`src/rtl/parity_stream.sv`:
```
// parity_stream: accumulates parity over a frame of DATA_BITS-wide beats
// on a valid/ready input stream and returns one registered result per
// frame on a valid/ready output stream. Supports even/odd/mark/space modes
// in generate or check mode, with forced frame termination at BEATS_MAX beats.
// Optional feature macro: PARITY_ERR_CNT_EN adds the saturating err_count port.
//
// Handshake: a transfer happens on a rising edge where valid & ready are
// both high. A valid source holds its payload stable until that edge.
// out_valid and all result fields stay stable until they are consumed.
module parity_stream #(
  parameter int DATA_BITS = 8,
  parameter int BEATS_MAX = 16,
  parameter int CNT_W     = 8
) (
  input  logic                 clk,
  input  logic                 reset,
  input  logic [1:0]           mode,
  input  logic                 check,
  input  logic                 in_valid,
  output logic                 in_ready,
  input  logic [DATA_BITS-1:0] in_data,
  input  logic                 in_last,
  input  logic                 in_parity,
  output logic                 out_valid,
  input  logic                 out_ready,
  output logic                 out_parity,
  output logic                 out_error,
  output logic                 out_overrun,
`ifdef PARITY_ERR_CNT_EN
  output logic [CNT_W-1:0]     err_count,
`endif
  output logic [1:0]           dbg_state
);

  localparam int CW = $clog2(BEATS_MAX + 1);
  localparam logic [CW-1:0] MAX_CNT = CW'(BEATS_MAX);

  typedef enum logic [1:0] {
    IDLE  = 2'd0,
    ACCUM = 2'd1,
    HOLD  = 2'd2
  } state_t;

  state_t          state, state_d;
  logic            acc, acc_d;
  logic [CW-1:0]   cnt, cnt_d;
  logic [1:0]      mode_q, mode_d;
  logic            check_q, check_d;
  logic            valid_d, parity_d, error_d, overrun_d;

  logic            accept;
  logic            first;
  logic            base_acc, sum_acc;
  logic [CW-1:0]   base_cnt, sum_cnt;
  logic [1:0]      beat_mode;
  logic            beat_check;
  logic            frame_end;
  logic            result;

  // A beat can enter whenever the result slot is empty or being drained.
  assign in_ready  = ~reset & (~out_valid | out_ready);
  assign accept    = in_valid & in_ready;
  assign dbg_state = state;

  // Next-state, accumulator and result computation.
  always_comb begin
    state_d    = state;
    acc_d      = acc;
    cnt_d      = cnt;
    mode_d     = mode_q;
    check_d    = check_q;
    valid_d    = out_valid;
    parity_d   = out_parity;
    error_d    = out_error;
    overrun_d  = out_overrun;

    // Any beat accepted outside ACCUM opens a new frame (IDLE, or HOLD
    // while the previous result is being consumed this same cycle).
    first      = (state != ACCUM);
    base_acc   = first ? 1'b0 : acc;
    base_cnt   = first ? '0 : cnt;
    beat_mode  = first ? mode : mode_q;
    beat_check = first ? check : check_q;
    sum_acc    = base_acc ^ (^in_data);
    sum_cnt    = base_cnt + CW'(1);
    frame_end  = in_last | (sum_cnt == MAX_CNT);

    case (beat_mode)
      2'b00:   result = sum_acc;
      2'b01:   result = ~sum_acc;
      2'b10:   result = 1'b1;
      default: result = 1'b0;
    endcase

    // Result consumed: slot empties unless refilled below.
    if (out_valid && out_ready) begin
      valid_d = 1'b0;
      state_d = IDLE;
    end

    if (accept) begin
      mode_d  = beat_mode;
      check_d = beat_check;
      if (frame_end) begin
        state_d   = HOLD;
        valid_d   = 1'b1;
        parity_d  = result;
        overrun_d = ~in_last;
        // Overrun frames never saw their real last beat, so no check.
        error_d   = beat_check & in_last & (in_parity != result);
        acc_d     = 1'b0;
        cnt_d     = '0;
      end else begin
        state_d = ACCUM;
        acc_d   = sum_acc;
        cnt_d   = sum_cnt;
      end
    end
  end

  // State and result registers; reset discards any frame or pending result.
  always_ff @(posedge clk) begin
    if (reset) begin
      state       <= IDLE;
      acc         <= 1'b0;
      cnt         <= '0;
      mode_q      <= 2'b00;
      check_q     <= 1'b0;
      out_valid   <= 1'b0;
      out_parity  <= 1'b0;
      out_error   <= 1'b0;
      out_overrun <= 1'b0;
    end else begin
      state       <= state_d;
      acc         <= acc_d;
      cnt         <= cnt_d;
      mode_q      <= mode_d;
      check_q     <= check_d;
      out_valid   <= valid_d;
      out_parity  <= parity_d;
      out_error   <= error_d;
      out_overrun <= overrun_d;
    end
  end

`ifdef PARITY_ERR_CNT_EN
  // Count consumed results flagged as error or overrun, saturating.
  always_ff @(posedge clk) begin
    if (reset) begin
      err_count <= '0;
    end else if (out_valid && out_ready && (out_error || out_overrun)
                 && (err_count != {CNT_W{1'b1}})) begin
      err_count <= err_count + CNT_W'(1);
    end
  end
`endif

endmodule

```
`config.mk`:
```
export PLATFORM = sky130hd
export DESIGN_NAME = parity_stream
export DESIGN_NICKNAME = d
export VERILOG_FILES = /design/src/rtl/parity_stream.sv
export SDC_FILE = /design/constraint.sdc
export NUM_CORES = 1
export LEC_CHECK = 0
export BUFFER_PORTS_ARGS = -buffer_cell sky130_fd_sc_hd__buf_2
export CORE_MARGIN = 2
export CORE_UTILIZATION = 48
export CTS_BUF_LIST = sky130_fd_sc_hd__clkbuf_2 sky130_fd_sc_hd__clkbuf_4 sky130_fd_sc_hd__clkbuf_8
export CTS_CLUSTER_DIAMETER = 60
export CTS_CLUSTER_SIZE = 16
export DETAILED_ROUTE_END_ITERATION = 12
export PLACE_DENSITY = 0.77
export SLEW_MARGIN = 20
export SYNTH_ARGS = -nofsm -noshare
export SYNTH_HDL_FRONTEND = slang
export SYNTH_SLANG_ARGS = --single-unit
export TNS_END_PERCENT = 50
```
`constraint.sdc`:
```
create_clock -name clk -period 1.7 [get_ports clk]
set_clock_uncertainty 0.1 [all_clocks]
set_input_delay 0.085 -clock clk [delete_from_list [all_inputs] [get_ports clk]]
set_output_delay 0.085 -clock clk [all_outputs]
set_load 0.01 [all_outputs]
```
==> impl_metrics.prom, run 1 <==
# TYPE chip_impl_metric gauge
chip_impl_info{name="run_status",value="complete, but fails checks"} 1
chip_impl_info{name="violated_checks",value="negative setup slack"} 1
chip_impl_metric{name="wl_per_cell",unit="um"} 15.07
chip_impl_metric{name="final_worst_setup_slack",unit="ns"} -0.1875
chip_impl_info{name="synth_top_area_cells",value="dfxtp_1 35%, xnor2_1 9.2%, a21oi_1 8.8%"} 1
chip_impl_metric{name="clock_transition_time_at_the_flip_flop_clock_pins_of_the_worst_setup_and_hold_paths",unit="ns"} 0.10
chip_impl_info{name="timing.critical_path.from",value="dbg_state[0]"} 1
chip_impl_metric{name="ctsLongestPathBuffers",unit=""} 2
chip_impl_metric{name="number_of_global_route_vias_before_repair",unit=""} 890
chip_impl_metric{name="comb_power_share",unit=""} 0.292
chip_impl_metric{name="diodes",unit=""} 0
chip_impl_info{name="crit_path_start_kind",value="flip-flop"} 1
chip_impl_metric{name="power.share.switching",unit=""} 0.3125
chip_impl_metric{name="dp_hpwl",unit="mm"} 1.624
chip_impl_metric{name="start_util",unit=""} 0.5018
chip_impl_metric{name="reg2reg_slack",unit="ns"} -0.19
chip_impl_metric{name="peak_supply_drop",unit="mV"} 0.4660
chip_impl_metric{name="synth_sequential_area_ratio",unit=""} 0.3504
chip_impl_metric{name="grt_pass1_wl",unit="mm"} 3.705
chip_impl_info{name="clockRootBuffer",value="clkbuf_4"} 1
chip_impl_metric{name="drt-pass1-iter-count",unit=""} 4
chip_impl_metric{name="cts_inserted_buffers",unit=""} 3
chip_impl_metric{name="nFillCells",unit=""} 127
chip_impl_info{name="min-delay-path-class",value="in -> reg"} 1
chip_impl_metric{name="die_area",unit="sq mm"} 0.002140
chip_impl_metric{name="fin_crit_sh",unit=""} 1.110
chip_impl_metric{name="netlist_instances",unit=""} 106
chip_impl_metric{name="post_synthesis_register_bit_count",unit=""} 15
chip_impl_metric{name="largest_fanout_on_the_critical_path",unit=""} 3
chip_impl_metric{name="seq_power_share",unit=""} 0.446
chip_impl_metric{name="crit_arrival",unit="ns"} 2.03
chip_impl_metric{name="critical_path_required",unit="ns"} 1.84
chip_impl_metric{name="finalWeightedCongestion",unit=""} 0.8205
chip_impl_info{name="highest-signal-layer",value="met4"} 1
chip_impl_metric{name="ioPinCount",unit=""} 24
chip_impl_metric{name="cellLeakagePower",unit="nW"} 0.5465
chip_impl_metric{name="drive_above_1_share",unit=""} 0.4570
chip_impl_metric{name="placeableCoreArea",unit="sq mm"} 0.001708
chip_impl_info{name="postSynth.topFlopCell",value="dfxtp_1"} 1
chip_impl_metric{name="antenna_left",unit=""} 0
chip_impl_metric{name="synth_async_sr_flop_share",unit=""} 0
chip_impl_info{name="tritoncts",value="yes"} 1
chip_impl_metric{name="finalWirelength",unit="mm"} 2.653
chip_impl_metric{name="clk_latency",unit="ns"} 0.30
chip_impl_metric{name="cap_violations",unit=""} 0
chip_impl_metric{name="worst-slew-pin-transition",unit="ns"} 0.4048
chip_impl_metric{name="num_vias",unit=""} 984
chip_impl_metric{name="min_period",unit="ns"} 1.888
chip_impl_metric{name="cts_htree_levels",unit=""} 1
chip_impl_metric{name="synthesis.area",unit="sq um"} 857.1
chip_impl_metric{name="post-layout-total-power",unit="uW"} 847.5
chip_impl_metric{name="synth-edff-count",unit=""} 0
chip_impl_metric{name="met1_length",unit="mm"} 1.056
chip_impl_metric{name="post_synth_num_cell_types",unit=""} 31
chip_impl_metric{name="syn-num-nets",unit=""} 124
chip_impl_metric{name="setup_viol",unit=""} 9
chip_impl_metric{name="slew_violations",unit=""} 0
chip_impl_metric{name="overflow_left_after_global_routing",unit=""} 0
chip_impl_metric{name="detailedRoute.firstIterationViolations",unit=""} 24
chip_impl_info{name="path_class",value="reg -> reg"} 1
chip_impl_metric{name="postSynthAreaPerCell",unit="sq um"} 8.086
chip_impl_metric{name="max-slew-margin-rel",unit=""} 0.7292
chip_impl_metric{name="synth.top_cell.area_share",unit=""} 0.3504
chip_impl_metric{name="max_freq",unit="MHz"} 529.8
chip_impl_metric{name="num-nets-final",unit=""} 170
chip_impl_metric{name="met3RoutedLength",unit="um"} 136
chip_impl_metric{name="floorplan.die.width",unit="um"} 46.26
chip_impl_metric{name="timing.final.hold_violations",unit=""} 0
chip_impl_metric{name="cts.sinks",unit=""} 15
chip_impl_metric{name="cell_row_count",unit=""} 15
chip_impl_metric{name="port_buffers",unit=""} 23
chip_impl_metric{name="power.internal",unit="uW"} 582.7
chip_impl_info{name="yosysTopAreaCell",value="dfxtp_1"} 1
chip_impl_metric{name="tns",unit="ns"} -0.9976
chip_impl_metric{name="area_growth_syn_to_layout",unit="%"} 51.83
chip_impl_metric{name="metal2_wl",unit="mm"} 1.342
chip_impl_info{name="endpoint_kind",value="flip-flop"} 1
chip_impl_metric{name="post_drt_via_cell_ratio",unit=""} 5.591
chip_impl_metric{name="power_per_cell_area",unit="mW/mm^2"} 651.3
chip_impl_metric{name="antenna_found_initial",unit=""} 0
chip_impl_info{name="timing.hold.worst.start",value="reset"} 1
chip_impl_metric{name="pin_count_of_the_biggest_net_entering_global_routing",unit=""} 17
chip_impl_metric{name="grt_usage",unit=""} 0.2460
chip_impl_metric{name="power.net_switching",unit="uW"} 264.8
chip_impl_metric{name="yosysWarningCount",unit=""} 0
chip_impl_info{name="grt_setup_unrepaired",value="yes"} 1
chip_impl_info{name="regToRegStartpoint",value="dbg_state[0]"} 1
chip_impl_metric{name="drcViolationCount",unit=""} 0
chip_impl_metric{name="power_frac_clock",unit=""} 0.262
chip_impl_metric{name="dieHeight",unit="um"} 46.26
cells in the mapped netlist, types with 2 or more instances:
cell type and instances:
a21oi_1 15, and2_1 5, clkbuf_1 4, dfxtp_1 15
mux2i_1 3, nand2_1 14, nand3_1 6, nor2_1 6
nor3_1 2, nor4_1 2, o21ai_1 3, or3_1 3
xnor2_1 9, xor2_1 2
power groups by stage:
| stage | registers, mW | clock network, mW | logic [mW] |
|---|---|---|---|
| 6_report | 0.378 | 0.222 | 0.248 |
| 5_1_grt | 0.380 | 0.227 | 0.266 |
| 4_1_cts | 0.377 | 0.221 | 0.229 |
| 3_5_place_dp | 0.385 | 0 | 0.216 |
| 3_3_place_gp | 0.384 | 0 | 0.210 |
| 2_1_floorplan | 0.387 | 0 | 0.124 |
layer usage:
metal / global-route usage / vias up
li1: - / 459
met1: 0.2888 / 465
met2: 0.4000 / 49
met3: 0.03529 / 11
met4: 0.1829 / 0
met5: 0 / -
registers in the layout, indices dropped and copies added (netlist names):
register and cells:
cnt 5, dbg_state 2, mode_q 2, acc 1, check_q 1, out_error 1, out_overrun 1, out_parity 1
out_valid 1
logic make-up (layout without fill, tap and decap cells):
family | count (synthesis) | count (layout) | synth area share
AOI/OAI and AO/OA | 24 | 24 | 0.1679
xor gates and xnor gates | 12 | 12 | 0.1387
adders and majority gates | 1 | 1 | 0.01460
buffers and inverters | 6 | 51 | 0.02772
DFF | 15 | 15 | 0.3504
muxes | 3 | 3 | 0.03504
and+or+nand+nor | 45 | 45 | 0.2657
layout make-up:
class	instances	area, sq um	share of cell area
Multi-Input combinational cell	85	628.1	0.4827
Timing Repair Buffer	46	307.8	0.2365
Inverter	1	3.754	0.002885
Clock inverter	1	5.005	0.003846
Clock buffer	3	22.52	0.01731
Sequential cell	15	302.8	0.2327
Tap cell	25	31.28	0.02404
critical path: stages (launching register included):
cell and delay (ns):
dfxtp_2 0.34, nor2b_4 0.16, and2_4 0.17, ha_4 0.14
nand3_2 0.08, or3_1 0.32, a2111o_1 0.37, a21oi_1 0.13
final timing paths:
path | end | depth (start not counted)
max | cnt[4] | 7
min reg2reg | check_q | 2
max reg2reg | cnt[4] | 7
min | out_error | 3
through the flow:
step,instances,instance area [sq um],setup WS (ns),util,hold WS [ns]
after floorplan,106,888.4,-0.1115,-,0.1325
after global placement,165,1135,-0.04646,0.6645,0.2518
after detailed placement,165,1135,-0.1271,0.6645,0.2573
after CTS,174,1221,-0.1498,0.7150,0.05377
after global routing,176,1301,-0.2420,0.7619,0.07572
final,176,1301,-0.1875,0.7619,0.06422
cells in the final DEF, fill, tap and decap left out, types with 3 or more instances in the layout:
| cell type | count |
|---|---|
| dfxtp_1 | 13 |
| or3_1 | 3 |
| nand3_1 | 5 |
| buf_2 | 23 |
| nor2_1 | 4 |
| nand2_1 | 13 |
| a21oi_1 | 12 |
| buf_4 | 16 |
| xnor2_1 | 9 |
| and2_4 | 3 |
| clkbuf_4 | 3 |
| dlygate4sd3_1 | 5 |
what timing repair did:
| item | 4_1_cts | 5_1_grt |
|---|---|---|
| pin swaps | 0 | 8 |
| gates cloned | 0 | 0 |
| hold buffers | 5 | 0 |
| hold endpoints to repair | 5 | 0 |
| buffers inserted | 0 | 2 |
| setup endpoints to repair | 7 | 10 |
| gates resized for setup | 3 | 16 |
(Power assumes the default switching activity.)
==> run 2, diff against run 1 <==
Settings changed: CORE_UTILIZATION 48 to 53, PLACE_DENSITY 0.77 to 0.81, REMOVE_ABC_BUFFERS set to 1.
Clock period 1.7 ns to 2.1 ns, I/O delays scaled along.
==> impl_metrics.prom, run 2 (synthesized netlist as in run 1, its figures left out) <==
# TYPE chip_impl_metric gauge
chip_impl_metric{name="number_of_global_route_vias_before_repair",unit=""} 780
chip_impl_metric{name="overflow_left_after_global_routing",unit=""} 0
chip_impl_metric{name="timing.final.hold_violations",unit=""} 0
chip_impl_metric{name="slowest_delay",unit="ns"} 0.36
chip_impl_metric{name="area_growth_syn_to_layout",unit="%"} 26.72
chip_impl_metric{name="cts_htree_levels",unit=""} 1
chip_impl_metric{name="antenna_left",unit=""} 0
chip_impl_metric{name="cellLeakagePower",unit="nW"} 0.4521
chip_impl_metric{name="ctsLongestPathBuffers",unit=""} 2
chip_impl_metric{name="finalWirelength",unit="mm"} 2.007
chip_impl_metric{name="drt-pass1-iter-count",unit=""} 4
chip_impl_metric{name="final.hold.worst_slack",unit="ns"} 0.03457
chip_impl_metric{name="post_drt_via_cell_ratio",unit=""} 5.711
chip_impl_metric{name="largest_reg_flops",unit=""} 5
chip_impl_metric{name="peak_supply_drop",unit="mV"} 0.4488
chip_impl_metric{name="clk_latency",unit="ns"} 0.29
chip_impl_metric{name="min_period",unit="ns"} 1.974
chip_impl_metric{name="detailedRoute.firstIterationViolations",unit=""} 26
chip_impl_metric{name="slew_violations",unit=""} 0
chip_impl_metric{name="antenna_found_initial",unit=""} 0
chip_impl_metric{name="cts.sinks",unit=""} 15
chip_impl_metric{name="post_cts_setup_buffers",unit=""} 0
chip_impl_metric{name="grt_pass1_wl",unit="mm"} 3.263
chip_impl_metric{name="max-slew-margin-rel",unit=""} 0.7326
chip_impl_info{name="leading_cell_types_in_the_layout_fill_and_taps_excluded",value="23 x buf_2, 15 x a21oi_1, 14 x nand2_1, 14 x dfxtp_1, 9 x xnor2_1"} 1
chip_impl_info{name="endpoint_kind",value="flip-flop"} 1
chip_impl_metric{name="power_per_cell_area",unit="mW/mm^2"} 589.4
chip_impl_info{name="largest_register",value="cnt"} 1
chip_impl_metric{name="wl_per_cell",unit="um"} 13.20
chip_impl_metric{name="dieHeight",unit="um"} 44.22
chip_impl_metric{name="placeableCoreArea",unit="sq mm"} 0.001506
chip_impl_metric{name="worst_hold_path.num_cells",unit=""} 3
chip_impl_metric{name="pin_count_of_the_biggest_net_entering_global_routing",unit=""} 17
chip_impl_metric{name="clock_transition_time_at_the_flip_flop_clock_pins_of_the_worst_setup_and_hold_paths",unit="ns"} 0.09
chip_impl_metric{name="start_util",unit=""} 0.5689
chip_impl_metric{name="post-place-ws",unit="ns"} 0.01396
chip_impl_info{name="min-delay-path-class",value="in -> reg"} 1
chip_impl_info{name="path_class",value="reg -> reg"} 1
chip_impl_metric{name="cell_row_count",unit=""} 14
chip_impl_metric{name="num_vias",unit=""} 868
chip_impl_metric{name="crit_arrival",unit="ns"} 2.11
chip_impl_metric{name="placed_cell_area",unit="sq mm"} 0.001010
chip_impl_metric{name="die_area",unit="sq mm"} 0.001955
chip_impl_metric{name="num-nets-final",unit=""} 155
chip_impl_metric{name="max_freq",unit="MHz"} 506.5
chip_impl_metric{name="floorplan.die.width",unit="um"} 44.22
chip_impl_metric{name="largest_fanout_on_the_critical_path",unit=""} 4
chip_impl_info{name="clockRootBuffer",value="clkbuf_4"} 1
chip_impl_metric{name="drcViolationCount",unit=""} 0
chip_impl_metric{name="critical_path_required",unit="ns"} 2.23
chip_impl_info{name="tritoncts",value="yes"} 1
chip_impl_metric{name="reg2regPathDepth",unit=""} 7
chip_impl_info{name="run_status",value="completed"} 1
chip_impl_metric{name="final_cell_area",unit="sq mm"} 0.001086
chip_impl_metric{name="cap_violations",unit=""} 0
chip_impl_metric{name="finalCoreUtilization",unit=""} 0.7209
chip_impl_metric{name="cts_inserted_buffers",unit=""} 3
chip_impl_info{name="crit_path_start_kind",value="flip-flop"} 1
chip_impl_metric{name="finalWeightedCongestion",unit=""} 0.7749
chip_impl_metric{name="diodes",unit=""} 0
chip_impl_info{name="mostFrequentLayoutCell",value="buf_2"} 1
chip_impl_metric{name="worst-slew-pin-transition",unit="ns"} 0.4011
chip_impl_metric{name="dp_hpwl",unit="mm"} 1.476
chip_impl_metric{name="fin_crit_sh",unit=""} 0.9401
chip_impl_metric{name="port_buffers",unit=""} 23
chip_impl_metric{name="ioPinCount",unit=""} 24
chip_impl_metric{name="grt_usage",unit=""} 0.2344
chip_impl_metric{name="setup_viol",unit=""} 0
chip_impl_metric{name="drive_above_1_share",unit=""} 0.3088
chip_impl_metric{name="final_worst_setup_slack",unit="ns"} 0.1257
chip_impl_info{name="crit_chain",value="nor2b_2 > and2_1 > ha_2 > nand3_1 > or3_1 > a2111o_1 > a21oi_1"} 1
chip_impl_info{name="grt_setup_unrepaired",value="no"} 1
chip_impl_info{name="timing.critical_path.slowest_stage_cell",value="dfxtp_2"} 1
==> run 2: metrics by stage <==
stage	cells	power, mW	TNS (ns)
after floorplan	101	0.4037	0
after global placement	145	0.4544	0
after detailed placement	145	0.4591	0
after CTS	152	0.6403	-0.003635
after global routing	152	0.6742	0
final	152	0.6401	0
==> run 2: final timing paths <==
check	slack, ns	startpoint	endpoint
worst max-delay path	0.13	dbg_state[0]	cnt[4]
worst min-delay path	0.03	out_ready	out_valid
worst max register to register	0.13	dbg_state[0]	cnt[4]
worst min register to register	0.36	check_q	check_q
==> run 2: layer usage <==
metal | up-vias | part of all wire | GRT usage
li1 | 433 | - | -
met1 | 397 | 0.41 | 0.2732
met2 | 31 | 0.50 | 0.3971
met3 | 7 | 0.067 | 0.04082
met4 | 0 | 0.025 | 0.1455
met5 | - | 0 | 0
==> run 2: critical path: cells and delay by family (launching register included) <==
family,cells,cell delay (ns)
simple gates,4,0.76
compound gates,2,0.49
flops,1,0.36
fa+ha+maj,1,0.22
==> run 2: power by group <==
group	internal, mW	total (mW)	switching, mW
Combinational	0.0753	0.154	0.0782
Sequential	0.296	0.306	0.00954
Clock	0.0869	0.181	0.0938
Total	0.458	0.640	0.182
==> run 2: layout make-up <==
type | count | area, sq um
repair buffers | 31 | 182.7
well taps | 16 | 20.02
flip-flops and latches | 15 | 301.5
inverters | 1 | 3.754
clock buffers | 4 | 30.03
fillers | 124 | 420.4
multi-input cells | 85 | 548.0
==> run 2: repair_timing <==
action                                 in CTS  in global routing
pin swaps                                   0                  0
gates resized for setup                     1                  5
endpoints found under the hold margin       3                  0
hold buffers                                3                  0
setup endpoints to repair                   1                  8
